File: src/rtl/direction_pkg.sv
// Shared types and constants for the direction demultiplexer: FSM states,
// direction codes and the captured request record.
package direction_pkg;
  typedef enum logic [1:0] {
    IDLE = 2'd0,
    HOLD = 2'd1,
    GAP  = 2'd2
  } state_t;

  localparam logic [1:0] DIR_UP    = 2'b00;
  localparam logic [1:0] DIR_RIGHT = 2'b01;
  localparam logic [1:0] DIR_DOWN  = 2'b10;
  localparam logic [1:0] DIR_LEFT  = 2'b11;

  localparam int CNT_W = 8;

  typedef struct packed {
    logic [1:0] dir;
    logic       data;
  } req_t;
endpackage

File: src/rtl/direction_demux_hold_counter.sv
// 8-bit loadable down-counter that saturates at zero; times HOLD and GAP phases.
module hold_counter
  import direction_pkg::*;
(
  input  logic             clk,
  input  logic             rst,
  input  logic             load,
  input  logic             en,
  input  logic [CNT_W-1:0] load_val,
  output logic             zero
);
  logic [CNT_W-1:0] cnt;

  always_ff @(posedge clk) begin
    if (rst)
      cnt <= '0;
    else if (load)
      cnt <= load_val;
    else if (en && cnt != '0)
      cnt <= cnt - 1'b1;
  end

  assign zero = (cnt == '0);
endmodule

File: src/rtl/direction_demux.sv
// Routes a one-bit request to one of four direction lines for HOLD_CYCLES,
// then idles GAP_CYCLES before accepting the next request.
module direction_demux
  import direction_pkg::*;
#(
  parameter int HOLD_CYCLES = 4,
  parameter int GAP_CYCLES  = 1
) (
  input  logic clk,
  input  logic rst,
  input  logic valid,
  output logic ready,
  input  logic select1,
  input  logic select0,
  input  logic in,
  output logic up,
  output logic right,
  output logic down,
  output logic left,
  output logic busy
);
  localparam logic [CNT_W-1:0] HOLD_LD = CNT_W'(HOLD_CYCLES - 1);
  localparam logic [CNT_W-1:0] GAP_LD  = CNT_W'(GAP_CYCLES - 1);

  state_t           state, state_n;
  req_t             req_q, req_n;
  logic             accept;
  logic             cnt_ld, cnt_en, cnt_zero;
  logic [CNT_W-1:0] cnt_ld_val;
  logic [3:0]       dec_n, out_q;

  assign accept = valid & ready;

  always_ff @(posedge clk) begin
    if (rst) begin
      state <= IDLE;
      req_q <= '0;
      out_q <= '0;
    end else begin
      state <= state_n;
      req_q <= req_n;
      out_q <= dec_n;
    end
  end

  always_comb begin
    state_n = state;
    req_n   = req_q;
    unique case (state)
      IDLE: begin
        if (accept) begin
          req_n = '{dir: {select1, select0}, data: in};
          if (in) state_n = HOLD;
        end
      end
      HOLD:    if (cnt_zero) state_n = (GAP_CYCLES == 0) ? IDLE : GAP;
      GAP:     if (cnt_zero) state_n = IDLE;
      default: state_n = IDLE;
    endcase
  end

  // Counter is loaded on entry to HOLD and GAP, and free-runs down inside them.
  always_comb begin
    cnt_ld     = 1'b0;
    cnt_en     = 1'b0;
    cnt_ld_val = HOLD_LD;
    if (state == IDLE && accept && in) begin
      cnt_ld = 1'b1;
    end else if (state == HOLD && cnt_zero && GAP_CYCLES != 0) begin
      cnt_ld     = 1'b1;
      cnt_ld_val = GAP_LD;
    end else if (state != IDLE) begin
      cnt_en = 1'b1;
    end
  end

  hold_counter u_cnt (
    .clk      (clk),
    .rst      (rst),
    .load     (cnt_ld),
    .en       (cnt_en),
    .load_val (cnt_ld_val),
    .zero     (cnt_zero)
  );

  // Decode from next state so the registered lines track HOLD exactly.
  always_comb begin
    ready = (state == IDLE);
    busy  = ~ready;
    dec_n = '0;
    if (state_n == HOLD && req_n.data) begin
      unique case (req_n.dir)
        DIR_UP:    dec_n = 4'b0001;
        DIR_RIGHT: dec_n = 4'b0010;
        DIR_DOWN:  dec_n = 4'b0100;
        DIR_LEFT:  dec_n = 4'b1000;
        default:   dec_n = '0;
      endcase
    end
  end

  assign {left, down, right, up} = out_q;
endmodule

File: config.mk
export PLATFORM = sky130hd
export DESIGN_NAME = direction_demux
export DESIGN_NICKNAME = d
export VERILOG_FILES = /design/src/rtl/direction_pkg.sv /design/src/rtl/direction_demux_hold_counter.sv /design/src/rtl/direction_demux.sv
export SDC_FILE = /design/constraint.sdc
export NUM_CORES = 1
export LEC_CHECK = 0
export CAP_MARGIN = 10
export CELL_PAD_IN_SITES_DETAIL_PLACEMENT = 1
export CELL_PAD_IN_SITES_GLOBAL_PLACEMENT = 1
export CORE_UTILIZATION = 35
export DETAILED_ROUTE_END_ITERATION = 10
export PLACE_DENSITY_LB_ADDON = 0.25
export REMOVE_ABC_BUFFERS = 1
export SLEW_MARGIN = 20
export SYNTH_ARGS = -nofsm -noshare
export SYNTH_HDL_FRONTEND = slang
export SYNTH_HIERARCHICAL = 1
export SYNTH_SLANG_ARGS = --single-unit
export TNS_END_PERCENT = 100
File: constraint.sdc
create_clock -name clk -period 3.25 [get_ports clk]
set_input_delay 0.65 -clock clk [delete_from_list [all_inputs] [get_ports clk]]
set_output_delay 0.65 -clock clk [all_outputs]
set_load 0.01 [all_outputs]
==> results of run 1 <==
-- state kept, by name, indices dropped and copies added, names as in the netlist --
register,cells
u_cnt/cnt,8
out_q,4
req_q,3
state,2
-- power groups by stage --
| stage | Combinational [mW] | Clock, mW | Sequential (mW) |
|---|---|---|---|
| finish | 0.241 | 0.117 | 0.271 |
| global route | 0.272 | 0.130 | 0.275 |
| CTS | 0.243 | 0.121 | 0.270 |
| detailed placement | 0.237 | 0 | 0.275 |
| global placement | 0.231 | 0 | 0.274 |
| floorplan | 0.174 | 0 | 0.265 |
-- Yosys cell counts (2+ instances only) --
cell / instances
o21ai_0: 3
a21oi_1: 13
or3b_2: 2
nand4b_1: 5
or4_1: 2
a311oi_1: 2
nor3b_1: 4
dfxtp_1: 17
xnor2_1: 3
ha_1: 2
inv_1: 6
nand3b_1: 2
nor2_1: 7
nand4_1: 2
nand2_1: 9
or3_2: 2
or4_2: 2
-- metal layers --
metal  up-vias  global-route usage  wire length [um]
li1        418                   -                 -
met5         -                   0                 0
met3         2             0.06034                58
met4         0             0.03947                10
met2         9              0.3122              1111
met1       407              0.2289              1083
-- final timing paths --
| path | end | start | slack (ps) | cells past startpoint |
|---|---|---|---|---|
| worst max-delay path | u_cnt/cnt[1] | valid | 710 | 7 |
| worst min-delay path | req_q[2] | req_q[2] | 520 | 2 |
| worst max register to register | u_cnt/cnt[7] | u_cnt/cnt[2] | 710 | 8 |
| worst min register to register | req_q[2] | req_q[2] | 520 | 2 |
-- critical path, stage by stage --
cell and delay [ps]:
clkdlybuf4s50_1 500, nor3b_1 720, nand2_1 160, nand2_1 140
clkinv_1 240, nand4b_1 200, o211ai_1 110
-- stage by stage --
step                      setup slack [ps]  std cells
after floorplan                      989.2        106
after global placement               572.8        150
after CTS                            722.2        154
after detailed placement             456.3        150
final                                708.9        154
after global routing                 510.0        154
-- logic make-up (layout without fill, tap and decap cells) --
| family | count (synthesis) | in the layout | share of synthesized area |
|---|---|---|---|
| XOR/XNOR | 3 | 3 | 0.02881 |
| AO/OA/AOI/OAI | 25 | 25 | 0.1934 |
| AND/OR/NAND/NOR | 45 | 45 | 0.3196 |
| adder cells (fa/ha/maj) | 2 | 2 | 0.02743 |
| buffers and inverters | 10 | 25 | 0.04251 |
| multiplexers | 1 | 1 | 0.01097 |
| flip-flops | 17 | 17 | 0.3731 |
| other | 1 | 6 | 0.004111 |
-- final cells by class --
type	count	area [um^2]	area share
clock inverter	1	5.005	0.004484
tap	30	37.54	0.03363
inverter	7	26.28	0.02354
multi-input combinational	82	551.8	0.4944
clock buffer	3	22.52	0.02018
sequential	17	340.3	0.3049
timing repair buffer	14	132.6	0.1188
==> results.cfg, run 1 <==
[floorplan]
die_h_um = 53.05
die_area_mm2 = 0.002814
rows = 18
die_width_um = 53.05
io_pins = 12
initial_utilization = 0.3682
coreArea_mm2 = 0.002477

[drt]
wire_per_inst_um = 14.70
first_pass_iters = 4
wl_um = 2264
drt-initial-drc-count = 7
viasPerCell = 5.429
via_count = 836
drtAntennaViolNets = 0
drc_errors = 0

[clock_network]
holdBufCountCts = 0
h-tree-depth = 1
tritoncts = built
clk_pin_slew_ps = 110
cts_made_buffers = 3
cts_resized = 0
postCtsSetupBuffers = 0
clockBufferDepth = 2
clkSinkCount = 17
root_buffer = clkbuf_4
clkLatencyLatePin_ps = 300

[pwr]
power.leakage_nw = 0.3994
combPwrFrac = 0.383
internal_power_mw = 0.3942
fin_total_pwr_mw = 0.6284
power_switching_mw = 0.2342
p_seq_frac = 0.431
swShare = 0.3727
power_frac_clock = 0.185
vdd_ir_drop_max_mv = 0.3592
power_density_mw_per_mm2 = 563.0

[synth]
synth-seq-cells = 17
netlist_area_um2 = 912.1
ys_seq_area_frac = 0.3731
yosysWarningCount = 6
async_flop_share = 0
synth.top_cell.area_share = 0.3731
synth_edf_count = 0
synthTopCellsByArea = dfxtp_1 37%, a21oi_1 7.1%, nand4b_1 4.8%
syn_avg_cell_area_um2 = 8.770
synth_cell_type_count = 38
synthFlopType = dfxtp_1
synth_cells = 104
yosysTopAreaCell = dfxtp_1

[sta]
hold_violations = 0
relSlewSlack = 0.4289
fin_crit_sh = 0.7819
timing.hold.ws_ps = 521.0
maxClockFrequency_mhz = 393.5
final.min_clock_period_ps = 2541
rsz0062_at_grt = false
setup_viol = 0
drv_slew = 0
fin_skew_ps = 9.796
finalSetupTns_ps = 0
tightestPinTransition_ps = 854.9

[setup_path]
cp-end-kind = register
crit_type = input pin to register
worstPathRequired_ps = 3440
crit_arrival_ps = 2730
critPathLaunchType = input pin
critPathMaxFanout = 9

[run]
drv_cap = 0

[global_routing]
grt.overflow.total = 0
grt_pass1_wl_um = 3677
antenna_found_initial = 0
grtUsageTotal = 0.1859
grt_max_degree = 16
grt_pass1_vias = 813

[final_layout]
area_growth_pct = 22.36
layout_commonest_cell = dfxtp_1
finalInstanceArea_mm2 = 0.001116
final_util = 0.4505
nets = 133
drive_gt1_frac = 0.1371
insertedDiodeCount = 0
final_cell_mix = 17 x dfxtp_1, 13 x a21oi_1, 11 x clkdlybuf4s50_1
layout.filler_cells = 312

[place]
placed_area_mm2 = 0.001089
port_buffers = 11
dpl.hpwl_um = 1620
gp_routability_congestion = 0.7728

[hold_path]
worst_hold_path_type = register to register

[status]
status = finished clean
No activity file was read; power rests on OpenSTA's default activity.
==> inputs of run 2 (changes only) <==
==> constraint.sdc (replaced) <==
create_clock -name clk -period 2.1 [get_ports clk]
set_input_delay 0.42 -clock clk [delete_from_list [all_inputs] [get_ports clk]]
set_output_delay 0.42 -clock clk [all_outputs]
set_load 0.01 [all_outputs]
==> run 2 against run 1 <==
Compared with the run above:
- the run now ends with negative setup slack left
- sequential power rose by 51%
- critical path depth rose by 1
- clock power rose by 58%
- count of clock-buffer cells in the layout did not move
- final cell count rose by 12%
- cell area rose by 16%
- global-route usage rose by 2.2 points
- die area did not move
- register-to-register slack got worse by 730 ps
- non-clock buffer count rose by 19
- worst setup slack got worse by 730 ps
==> results.cfg, run 2 (synthesis results as in run 1) <==
[status]
status = complete, but fails checks
violations = negative setup slack

[setup_path]
critPathMaxStageDelay_ps = 550
critPathLaunchType = register
cp-end-kind = register
path_cells = or4_4, nor4_4, nand3b_1, and2_4, or3b_4, nor3_2, mux2i_1, a211oi_2
worstPathRequired_ps = 2340
crit_arrival_ps = 2360
cp_num_buf_inv = 0
critPathMaxFanout = 3
cp_slowest_cell = or4_4
r2r_slack_ps = -20
crit_type = register to register
cp_top_family = simple AND/OR/NAND/NOR gates

[clock_network]
tritoncts = built
h-tree-depth = 1
clockBufferDepth = 2
root_buffer = clkbuf_4
clk_pin_slew_ps = 100
clkLatencyLatePin_ps = 310
postCtsSetupBuffers = 0
holdBufCountCts = 0
cts_made_buffers = 3
clkSinkCount = 17

[sta]
relSlewSlack = 0.6394
hold_violations = 0
maxClockFrequency_mhz = 471.8
drv_slew = 0
fin_skew_ps = 5.467
finalSetupTns_ps = -19.49
setup_viol = 1
rsz0062_at_grt = true
tightestPinTransition_ps = 539.0
fin_crit_sh = 1.009
timing.hold.ws_ps = 516.9
finalWorstSetupSlack_ps = -19.49
final.min_clock_period_ps = 2119

[drt]
wire_per_inst_um = 15.06
via_count = 917
wl_um = 2606
drc_errors = 0
viasPerCell = 5.301
first_pass_iters = 4
drtAntennaViolNets = 0
drt-initial-drc-count = 7

[final_layout]
drive_gt1_frac = 0.3287
largest-register = u_cnt/cnt
insertedDiodeCount = 0
nets = 152
layout_commonest_cell = buf_4
final_cell_mix = 22 x buf_4, 14 x dfxtp_1, 13 x a21oi_1
reg_top3 = u_cnt/cnt: 8 flops, out_q: 4 flops, req_q: 3 flops
area_growth_pct = 42.25
finalInstanceArea_mm2 = 0.001297
largest_reg_flops = 8

[place]
place_ws_ps = -74.46
port_buffers = 11
gp_routability_congestion = 0.7754
placed_area_mm2 = 0.001231
dpl.hpwl_um = 2007

[pwr]
vdd_ir_drop_max_mv = 0.5240
power.leakage_nw = 0.4995
power_density_mw_per_mm2 = 899.5

[global_routing]
grt.overflow.total = 0
grtUsageTotal = 0.2081
grt_max_degree = 15
grt_pass1_wl_um = 4153
grt_pass1_vias = 923
antenna_found_initial = 0

[floorplan]
die_area_mm2 = 0.002814
io_pins = 12
rows = 18
coreArea_mm2 = 0.002477
initial_utilization = 0.3682
die_h_um = 53.05
die_width_um = 53.05

[run]
drv_cap = 0

[hold_path]
worst_hold_path_type = register to register
==> run 2: worst min-delay path: cells and delay by family, from the launching register on <==
family          cells  cell delay, ps
compound gates      1              50
simple gates        1              70
flops               1             360
==> run 2: final cells by class <==
class	instances	area, um^2
Clock buffer	3	22.52
Clock inverter	1	5.005
Fill cell	299	1180
Inverter	7	26.28
Multi-Input combinational cell	82	586.8
Sequential cell	17	344.1
Tap cell	30	37.54
Timing Repair Buffer	33	275.3
==> run 2: path summary, 6_finish.rpt <==
| check | start | to | cells past startpoint |
|---|---|---|---|
| setup reg to reg | u_cnt/cnt[2] | u_cnt/cnt[7] | 8 |
| hold reg to reg | req_q[1] | req_q[1] | 2 |
| hold / removal | req_q[1] | req_q[1] | 2 |
| setup / recovery | u_cnt/cnt[2] | u_cnt/cnt[7] | 8 |
==> run 2: metrics by stage <==
| step | power [mW] | std cells | util |
|---|---|---|---|
| 2_1_floorplan | 0.6793 | 106 | - |
| 3_3_place_gp | 0.9096 | 169 | 0.4970 |
| 3_5_place_dp | 0.9365 | 169 | 0.4970 |
| 4_1_cts | 1.141 | 173 | 0.5136 |
| 5_1_grt | 1.244 | 173 | 0.5237 |
| 6_report | 1.167 | 173 | 0.5237 |
==> run 2: what timing repair did <==
item | 4_1_cts | 5_1_grt
pin swaps | 0 | 2
endpoints found under the setup margin | 7 | 6
gates resized for setup | 3 | 10
==> run 2: metal layers <==
metal  global-route usage  wire [um]  up-vias
li1                     -          -      457
met1               0.2376       1155      442
met4              0.06140         43        0
met5                    0          0        -
met3              0.06609         80        6
met2               0.3650       1327       12
==> run 2: power by group <==
group          leakage (nW)  switching, mW  internal [mW]
Combinational         0.342          0.273          0.300
Clock                0.0177          0.113         0.0713
Sequential            0.140         0.0395          0.370
Total                 0.500          0.426          0.741
==> inputs of run 3 (changes only) <==
--- a/config.mk
+++ b/config.mk
@@ -8,8 +8,10 @@
 export CAP_MARGIN = 10
 export CELL_PAD_IN_SITES_DETAIL_PLACEMENT = 1
 export CELL_PAD_IN_SITES_GLOBAL_PLACEMENT = 1
-export CORE_UTILIZATION = 35
+export CORE_ASPECT_RATIO = 0.9
+export CORE_UTILIZATION = 36
 export DETAILED_ROUTE_END_ITERATION = 10
+export GPL_ROUTABILITY_DRIVEN = 0
 export PLACE_DENSITY_LB_ADDON = 0.25
 export REMOVE_ABC_BUFFERS = 1
 export SLEW_MARGIN = 20
==> run 3 against run 2 <==
Compared with the run above:
- clock skew is 2.8 ps lower
- final cell count is 2.9% lower
- non-clock buffer count is 2 lower
- the flow still finishes with violations (negative setup slack)
- critical endpoint unchanged
- count of clock-buffer cells in the layout is 1 higher
- sequential cell count stayed put
- critical path depth stayed put
- routed wire length is 5.0% lower
- largest power group unchanged
- sequential share of layout area is 0.14 points lower
- cell area is 0.58% lower
- register-to-register slack hardly changed
- clock power is 5% lower
==> results.cfg, run 3 (synthesis results as in run 1) <==
[status]
status = complete, but fails checks
violations = negative setup slack

[setup_path]
r2r_slack_ps = -5
cp_slowest_cell = or4_4
r2r_end = u_cnt/cnt[7]
critPathLaunchType = register
worstPathRequired_ps = 2310
crit_type = register to register
r2r_cells = 8
r2r-start = u_cnt/cnt[2]
critPathMaxFanout = 3
cp_num_buf_inv = 0
cp_top_family = simple AND/OR/NAND/NOR gates
crit_arrival_ps = 2310
path_cells = or4_4, nor4_4, nand3b_1, and2_4, or3b_4, nor3_2, mux2i_1, a211oi_1
critPathMaxStageDelay_ps = 550
cp-end-kind = register

[sta]
hold_violations = 0
drv_slew = 0
maxClockFrequency_mhz = 475.1
rsz0062_at_grt = true
fin_skew_ps = 2.623
tightestPinTransition_ps = 517.3
final.min_clock_period_ps = 2105
setup_viol = 1
fin_crit_sh = 1.002
finalWorstSetupSlack_ps = -4.662
relSlewSlack = 0.6540

[drt]
viasPerCell = 5.571
drtAntennaViolNets = 0
wl_um = 2476
first_pass_iters = 4
drc_errors = 0
via_count = 936
wire_per_inst_um = 14.74
drt-initial-drc-count = 12

[floorplan]
coreArea_mm2 = 0.002282
die_width_um = 55.06
initial_utilization = 0.3997
io_pins = 12
rows = 16
die_h_um = 49.75
die_area_mm2 = 0.002739

[hold_path]
worst_hold_path_type = register to register
hold_depth = 2
hold_start = req_q[2]
min_to = out_q[3]

[final_layout]
seq_area_um2 = 340.3
multi_input_area_um2 = 598.1
insertedDiodeCount = 0
stdcell_count = 168
drive_gt1_frac = 0.3050
largest-register = u_cnt/cnt
nets = 150
area_growth_pct = 41.43
layout_commonest_cell = buf_4
layout.filler_cells = 282
largest_reg_flops = 8
final_cell_mix = 19 x buf_4, 17 x dfxtp_1, 13 x a21oi_1
reg_top3 = u_cnt/cnt: 8 flops, out_q: 4 flops, req_q: 3 flops

[clock_network]
cts_made_buffers = 3
root_buffer = clkbuf_4
clockBufferDepth = 2
holdBufCountCts = 0
clkSinkCount = 17
h-tree-depth = 1
tritoncts = built
clkLatencyLatePin_ps = 290
clk_pin_slew_ps = 100

[pwr]
vdd_ir_drop_max_mv = 0.6595
fin_total_pwr_mw = 1.146
power.leakage_nw = 0.4942
power_density_mw_per_mm2 = 888.2

[place]
dpl.hpwl_um = 1867
port_buffers = 11
post-place-cells = 164

[global_routing]
antenna_found_initial = 0
grt_pass1_vias = 969
grtUsageTotal = 0.2247
grt_pass1_wl_um = 4457
grt_max_degree = 15
grt.overflow.total = 0

[run]
drv_cap = 0
[run 3: changes by cell type in the layout (fill, tap and decap cells not counted), moves of 2 or more]
cell | before | now
buf_4 | 22 | 19
nor3b_1 | 4 | 2
nor3b_2 | 0 | 2
dfxtp_1 | 14 | 17
dfxtp_2 | 3 | 0
[run 3: worst max-delay path by stage]
stage	startpoint	to	slack [ps]	depth (start not counted)
final	u_cnt/cnt[2]	u_cnt/cnt[7]	-5	8
after global routing	u_cnt/cnt[2]	u_cnt/cnt[7]	-70	8
after CTS	u_cnt/cnt[2]	u_cnt/cnt[7]	-10	8
after detailed placement	u_cnt/cnt[2]	u_cnt/cnt[7]	-150	8
after global placement	u_cnt/cnt[2]	u_cnt/cnt[7]	-3	8
after floorplan	u_cnt/cnt[2]	u_cnt/cnt[7]	-160	8
[run 3: area by class of cell]
type / count / share of cell area
multi-input combinational: 82 / 0.4636
tap: 27 / 0.02619
sequential: 17 / 0.2638
timing repair buffer: 31 / 0.2047
inverter: 7 / 0.02134
clock buffer: 4 / 0.02037
[run 3: per-stage QoR]
| step | setup slack (ps) | TNS (ps) | util | area [um^2] | hold slack, ps |
|---|---|---|---|---|---|
| final | -4.662 | -4.662 | 0.5652 | 1290 | 537.3 |
| after global routing | -73.32 | -165.2 | 0.5652 | 1290 | 553.1 |
| after CTS | -12.55 | -12.55 | 0.5543 | 1265 | 533.0 |
| after detailed placement | -154.0 | -501.6 | 0.5313 | 1212 | 519.8 |
| after global placement | -3.486 | -3.486 | 0.5313 | 1212 | 484.5 |
| after floorplan | -160.8 | -445.3 | - | 918.4 | 459.2 |
[run 3: where the power goes]
group	leakage [nW]	total [mW]	switching [mW]	internal, mW
registers	0.139	0.408	0.0416	0.367
clock network	0.0150	0.175	0.101	0.0738
logic	0.340	0.562	0.271	0.291
[run 3: timing repair]
item                       CTS  global route
gates resized for setup      8             6
setup buffers                0             0
setup endpoints to repair    7             7
gates cloned                 0             0
pin swaps                    1             1
[run 3: metal layers]
metal / track usage / routed length [um] / vias up
li1: - / - / 456
met1: 0.3071 / 1214 / 462
met2: 0.3434 / 1158 / 16
met3: 0.07099 / 88 / 2
met4: 0.04167 / 15 / 0
met5: 0 / 0 / -
[run 3: worst min-delay path, stage by stage, from the launching register on]
cell	delay (ps)
dfxtp_1	360
nand4_1	80
a21oi_1	60
==> patch 1 (settings of run 3) <==
Set the package constant `CNT_W` to 6 (it was 8).
--- a/src/rtl/direction_pkg.sv
+++ b/src/rtl/direction_pkg.sv
@@ -13,5 +13,5 @@
   localparam logic [1:0] DIR_LEFT  = 2'b11;
 
-  localparam int CNT_W = 8;
+  localparam int CNT_W = 6;
 
   typedef struct packed {
Function: no difference found for any inputs over 10 cycles, from zero or initial values and one cycle with rst high; that may be too few to reach the edited logic, so the function may still have changed.
==> patch 1 against run 3 <==
Cell count shrank 12%. Critical endpoint is now u_cnt/cnt[5]. Setup slack lost 0.049 ns. Clock power shrank 5%. Design area shrank 12%. Sequential cell count shrank 2. Routed wire length shrank 9.7%. Synthesized cell count shrank 16%. Via count shrank 17%. Synthesized area shrank 16%. The flow still finishes with violations (setup timing). Power shrank 16%.
==> patch 1: results (changes against run 3) <==
* Worst-Margin Slew at 0.532 ns (+0.0149 ns)
* Top Registers: u_cnt/cnt x6, out_q x4, req_q x3
* Inserted Diodes at 0 (unchanged)
* # setup viols final at 2 (+1)
* Pre-CTS setup slack at -0.122 ns (+0.0317 ns)
* Nets at 132 (-12%)
* H-tree Lvls at 1 (unchanged)
* Asr flop ratio synth at 0 (unchanged)
* CP delay by family, top: simple AND/OR/NAND/NOR gates
* Post-synth cell types at 34 (-11%)
* Largest net degree at the start of global routing at 10 (-5)
* First-pass GRT wire length at 3630 um (-19%)
* Worst path slowest cell: or4b_4
* Final instance count without filler cells at 148 (-12%)
* Setup Skew at 0.00413 ns (+0.00151 ns)
* Total CTS buffers at 3 (unchanged)
* DP Wirelength at 1580 um (-15%)
* Clk_lat worst skew at 0.28 ns
* Proportion of layout cells with a drive suffix above 1 at 0.333 (+0.0284)
* Top area cells in the synthesized netlist: dfxtp_1 39%, a21oi_1 6.5%, nand4b_1 4.6%
* DR WL/cell at 15.1 um (+2.5%)
* DR iter-0 viols at 10 (-2)
* Number of global-route vias before repair at 801 (-17%)
* Failing checks: setup timing
* Outcome: finished, violations left
* Post-synth top cells: 15 x dfxtp_1, 10 x a21oi_1, 8 x nand2_1, 6 x inv_1, 6 x nor2_1
* Vias per cell at 5.26 (-5.5%)
* CTS Root Cell: clkbuf_4
* Synth warnings at 6 (unchanged)
* Total Negative Setup Slacks at -0.0547 ns (-0.0501 ns)
* Placed Cells incl. Taps at 141 (-14%)
* Post-synthesis sequential area ratio at 0.391 (+0.0178)
* Leakage at 0.438 nW (-11%)
* CP peak stage delay at 0.50 ns (-0.05 ns)
* Pre-Repair DR Iteration Count at 4 (unchanged)
* GRT Total Usage at 0.215 (-0.00920)
* Setup WS post-layout at -0.0532 ns (-0.0485 ns)
* WP data arrival at 2.32 ns
* IO buf count at 11 (unchanged)
* VDD IR-drop max at 0.000451 V (-32%)
* Post-Syn Instances at 87 (-16%)
* Worst hold-check path type: reg2reg
==> patch 1: through the flow <==
stage          hold slack, ns  instance area (um^2)
2_1_floorplan           0.459                   769
3_3_place_gp            0.481                  1040
3_5_place_dp            0.492                  1040
4_1_cts                 0.509                  1110
5_1_grt                 0.524                  1140
6_report                0.507                  1140
==> patch 1: final cells by class <==
type	count	area, um^2
clock buffer	3	22.5
clock inverter	1	5.00
fill	235	835
inverter	6	22.5
multi-input combinational	67	492
sequential	15	303
tap	25	31.3
timing repair buffer	31	260
==> patch 1: final timing paths <==
kind | cells past startpoint | endpoint | slack (ns) | start
setup / recovery | 10 | u_cnt/cnt[5] | -0.05 | u_cnt/cnt[1]
hold / removal | 2 | req_q[2] | 0.51 | req_q[2]
setup reg to reg | 10 | u_cnt/cnt[5] | -0.05 | u_cnt/cnt[1]
hold reg to reg | 2 | req_q[2] | 0.51 | req_q[2]
==> patch 1: metal layers <==
| layer | wire [um] | GRT usage | vias to the layer above | share of wire |
|---|---|---|---|---|
| met5 | 0 | 0 | - | 0 |
| li1 | - | - | 386 | - |
| met1 | 989 | 0.264 | 365 | 0.44 |
| met3 | 90 | 0.0433 | 8 | 0.040 |
| met4 | 58 | 0.0833 | 0 | 0.026 |
| met2 | 1100 | 0.376 | 20 | 0.49 |
==> patch 1: cells by family (layout without fill, tap and decap cells) <==
logic type / after synthesis / after routing / share of synthesized area
compound gates: 20 / 20 / 0.173
buf+inv: 8 / 41 / 0.0423
xor+xnor: 2 / 2 / 0.0228
fa+ha+maj: 2 / 2 / 0.0326
flops: 15 / 15 / 0.391
mux: 1 / 1 / 0.0130
other cells: 1 / 4 / 0.00488
simple gates: 38 / 38 / 0.321
==> patch 1: worst register-to-register path, stage by stage, from the launching register on <==
cell and delay (ns):
dfxtp_2 0.34, inv_2 0.05, ha_4 0.16, or4b_4 0.22
nor2_4 0.04, nand3b_1 0.11, and2_4 0.17, or4b_4 0.50
nor3_4 0.14, mux2i_1 0.22, a211oi_1 0.10
==> patch 1: timing repair <==
| action | 4_1_cts | 5_1_grt |
|---|---|---|
| cloned | 0 | 0 |
| gates resized for setup | 8 | 5 |
| pin swaps | 5 | 3 |
| buffers inserted | 3 | 0 |
| setup endpoints to repair | 6 | 6 |
==> patch 1: where the power goes <==
part | switching (W) | total [W] | internal, W
Combinational | 0.000204 | 0.000442 | 0.000238
Sequential | 0.0000313 | 0.000352 | 0.000320
Clock | 0.0000965 | 0.000167 | 0.0000705
==> patch 2 (settings of run 3) <==
Without the edit above. Re-encode `state_t` (3 states) as one-hot, 3 bits wide.
--- a/src/rtl/direction_pkg.sv
+++ b/src/rtl/direction_pkg.sv
@@ -2,8 +2,8 @@
 // direction codes and the captured request record.
 package direction_pkg;
-  typedef enum logic [1:0] {
-    IDLE = 2'd0,
-    HOLD = 2'd1,
-    GAP  = 2'd2
+  typedef enum logic [2:0] {
+    IDLE = 3'b001,
+    HOLD = 3'b010,
+    GAP  = 3'b100
   } state_t;
 
Formal check against the unedited RTL: no difference found for any inputs over 10 cycles, from zero or initial values and one cycle with rst high; not proved beyond that.
==> patch 2 against run 3 <==
The run ends with DRC left. Sequential cell count increased by 1. Design area increased by 11%. Count of clock-buffer cells in the layout unchanged. Power shrank 18%. Die area rose by 8.6%. Synthesized area grew 8.9%. Setup slack improved by 0.013 ns. Critical path depth stayed put. Routed wire length is 5.2% higher. Global-route usage fell by 3.8 points. Clock power grew 24%.
==> patch 2: results (changes against run 3) <==
* Post-synthesis sequential area ratio at 0.363 (-0.0104)
* Buffer share of cell area at 0.221 (+0.0163)
* Number of global-route vias before repair at 928 (-4.2%)
* Top Registers: u_cnt/cnt x8, out_q x4
* Reg2reg path depth at 8 (unchanged)
* Placed Cells incl. Taps at 170 (+3.7%)
* Number of fill cells in the layout at 313 (+11%)
* Proportion of layout cells with a drive suffix above 1 at 0.393 (+0.0884)
* Leakage at 0.564 nW (+14%)
* DR WL/cell at 14.6 um (-0.70%)
* Post-synth top cells: 18 x dfxtp_1, 10 x nor2_1, 7 x a21oi_1, 6 x nand2_1
* Final instance count without filler cells at 178 (+6.0%)
* Syn avg cell area at 9.28 um^2 (+5.9%)
* Nets at 159 (+6.0%)
* RR Startpoint: u_cnt/cnt[3]
* Comb. pwr at 0.000337 W (-40%)
* Failing checks: DRC
* ClkCell Share at 0.0253 (+0.00496)
* Largest net degree at the start of global routing at 20 (+5)
* WHS at 0.539 ns (+0.00134 ns)
* Combinational power share at 0.357 (-0.134)
* DR iter-0 viols at 16 (+4)
* Non-CTS buffers at 38 (+23%)
* Pre-CTS setup slack at -0.269 ns (-0.115 ns)
* Setup Skew at 0.00513 ns (+0.00250 ns)
* Outcome: finished, violations left
* Compound-cell area share of the yosys netlist at 0.162 (-0.0309)
* VDD IR-drop max at 0.000431 V (-35%)
* Post-synth cell types at 44 (+16%)
* XOR/XNOR Fraction of Synth Area at 0.0264 (-0.00236)
* Synth Area in Adders at 0.0252 (-0.00225)
* IO buf count at 11 (unchanged)
* DP Wirelength at 1900 um (+1.8%)
* Multi-input combinational cell count at 83 (+1.2%)
* Post-synthesis mux area share at 0.0592 (+0.0482)
* Placed Area at 1310 um^2 (+8.2%)
* GRT Total Usage at 0.186 (-0.0382)
* Seq area share at 0.253 (-0.0105)
* Top area cells in the synthesized netlist: dfxtp_1 36%, nor2_1 3.8%, nor3b_1 3.8%
* Cell Area, Synth at 993 um^2 (+8.9%)
* Multi-input combinational cell area at 656 um^2 (+9.6%)
* Multi-input combinational area share at 0.458 (-0.00598)
* Seq pwr share at 0.414 (+0.058)
* Rel. slew slack at 0.654 (about the same)
* Vias per cell at 5.11 (-8.2%)
* First-pass GRT wire length at 4150 um (-7.0%)
* Worst hold start: req_q[0]
* # clock sinks at 18 (+1)
* Remaining DRCs at 2 (+2)
* Internal power at 0.000652 W (-11%)
[patch 2: cell families after synthesis]
group / count (synthesis)
AOI/OAI and AO/OA: 21
adders and majority gates: 2
muxes: 5
buffers and inverters: 11
and+or+nand+nor: 46
xor gates and xnor gates: 3
DFF: 18
other: 1
[patch 2: worst max path at each step]
stage / startpoint / end / slack, ns / depth (start not counted)
2_1_floorplan: u_cnt/cnt[2] / u_cnt/cnt[7] / -0.34 / 8
6_report: u_cnt/cnt[3] / u_cnt/cnt[7] / 0.008 / 8
3_5_place_dp: u_cnt/cnt[2] / u_cnt/cnt[7] / -0.27 / 8
4_1_cts: u_cnt/cnt[3] / u_cnt/cnt[7] / -0.007 / 8
5_1_grt: u_cnt/cnt[3] / u_cnt/cnt[7] / -0.09 / 8
3_3_place_gp: u_cnt/cnt[2] / u_cnt/cnt[7] / -0.12 / 8
[patch 2: worst max-delay path: stages (launching register included)]
cell and delay [ns]:
dfxtp_1 0.33, or4_4 0.55, nor4_4 0.21, nand3b_1 0.15, and2_4 0.18, or3b_4 0.24
nor3_2 0.04, mux2i_1 0.13, a211oi_1 0.19
[patch 2: repair_timing]
| item | CTS | global route |
|---|---|---|
| pin swaps | 5 | 4 |
| cloned | 0 | 0 |
| hold endpoints to repair | 0 | 0 |
| setup buffers | 3 | 1 |
| gates resized for setup | 7 | 9 |
| setup endpoints to repair | 9 | 8 |
[patch 2: routing by layer]
metal,global-route usage,vias to the layer above,routed length (um),share of wire
met5,0,-,0,0
met4,0.0447,0,0,0
met3,0.0498,0,80,0.031
met2,0.331,14,1280,0.49
met1,0.224,423,1240,0.48
li1,-,473,-,-
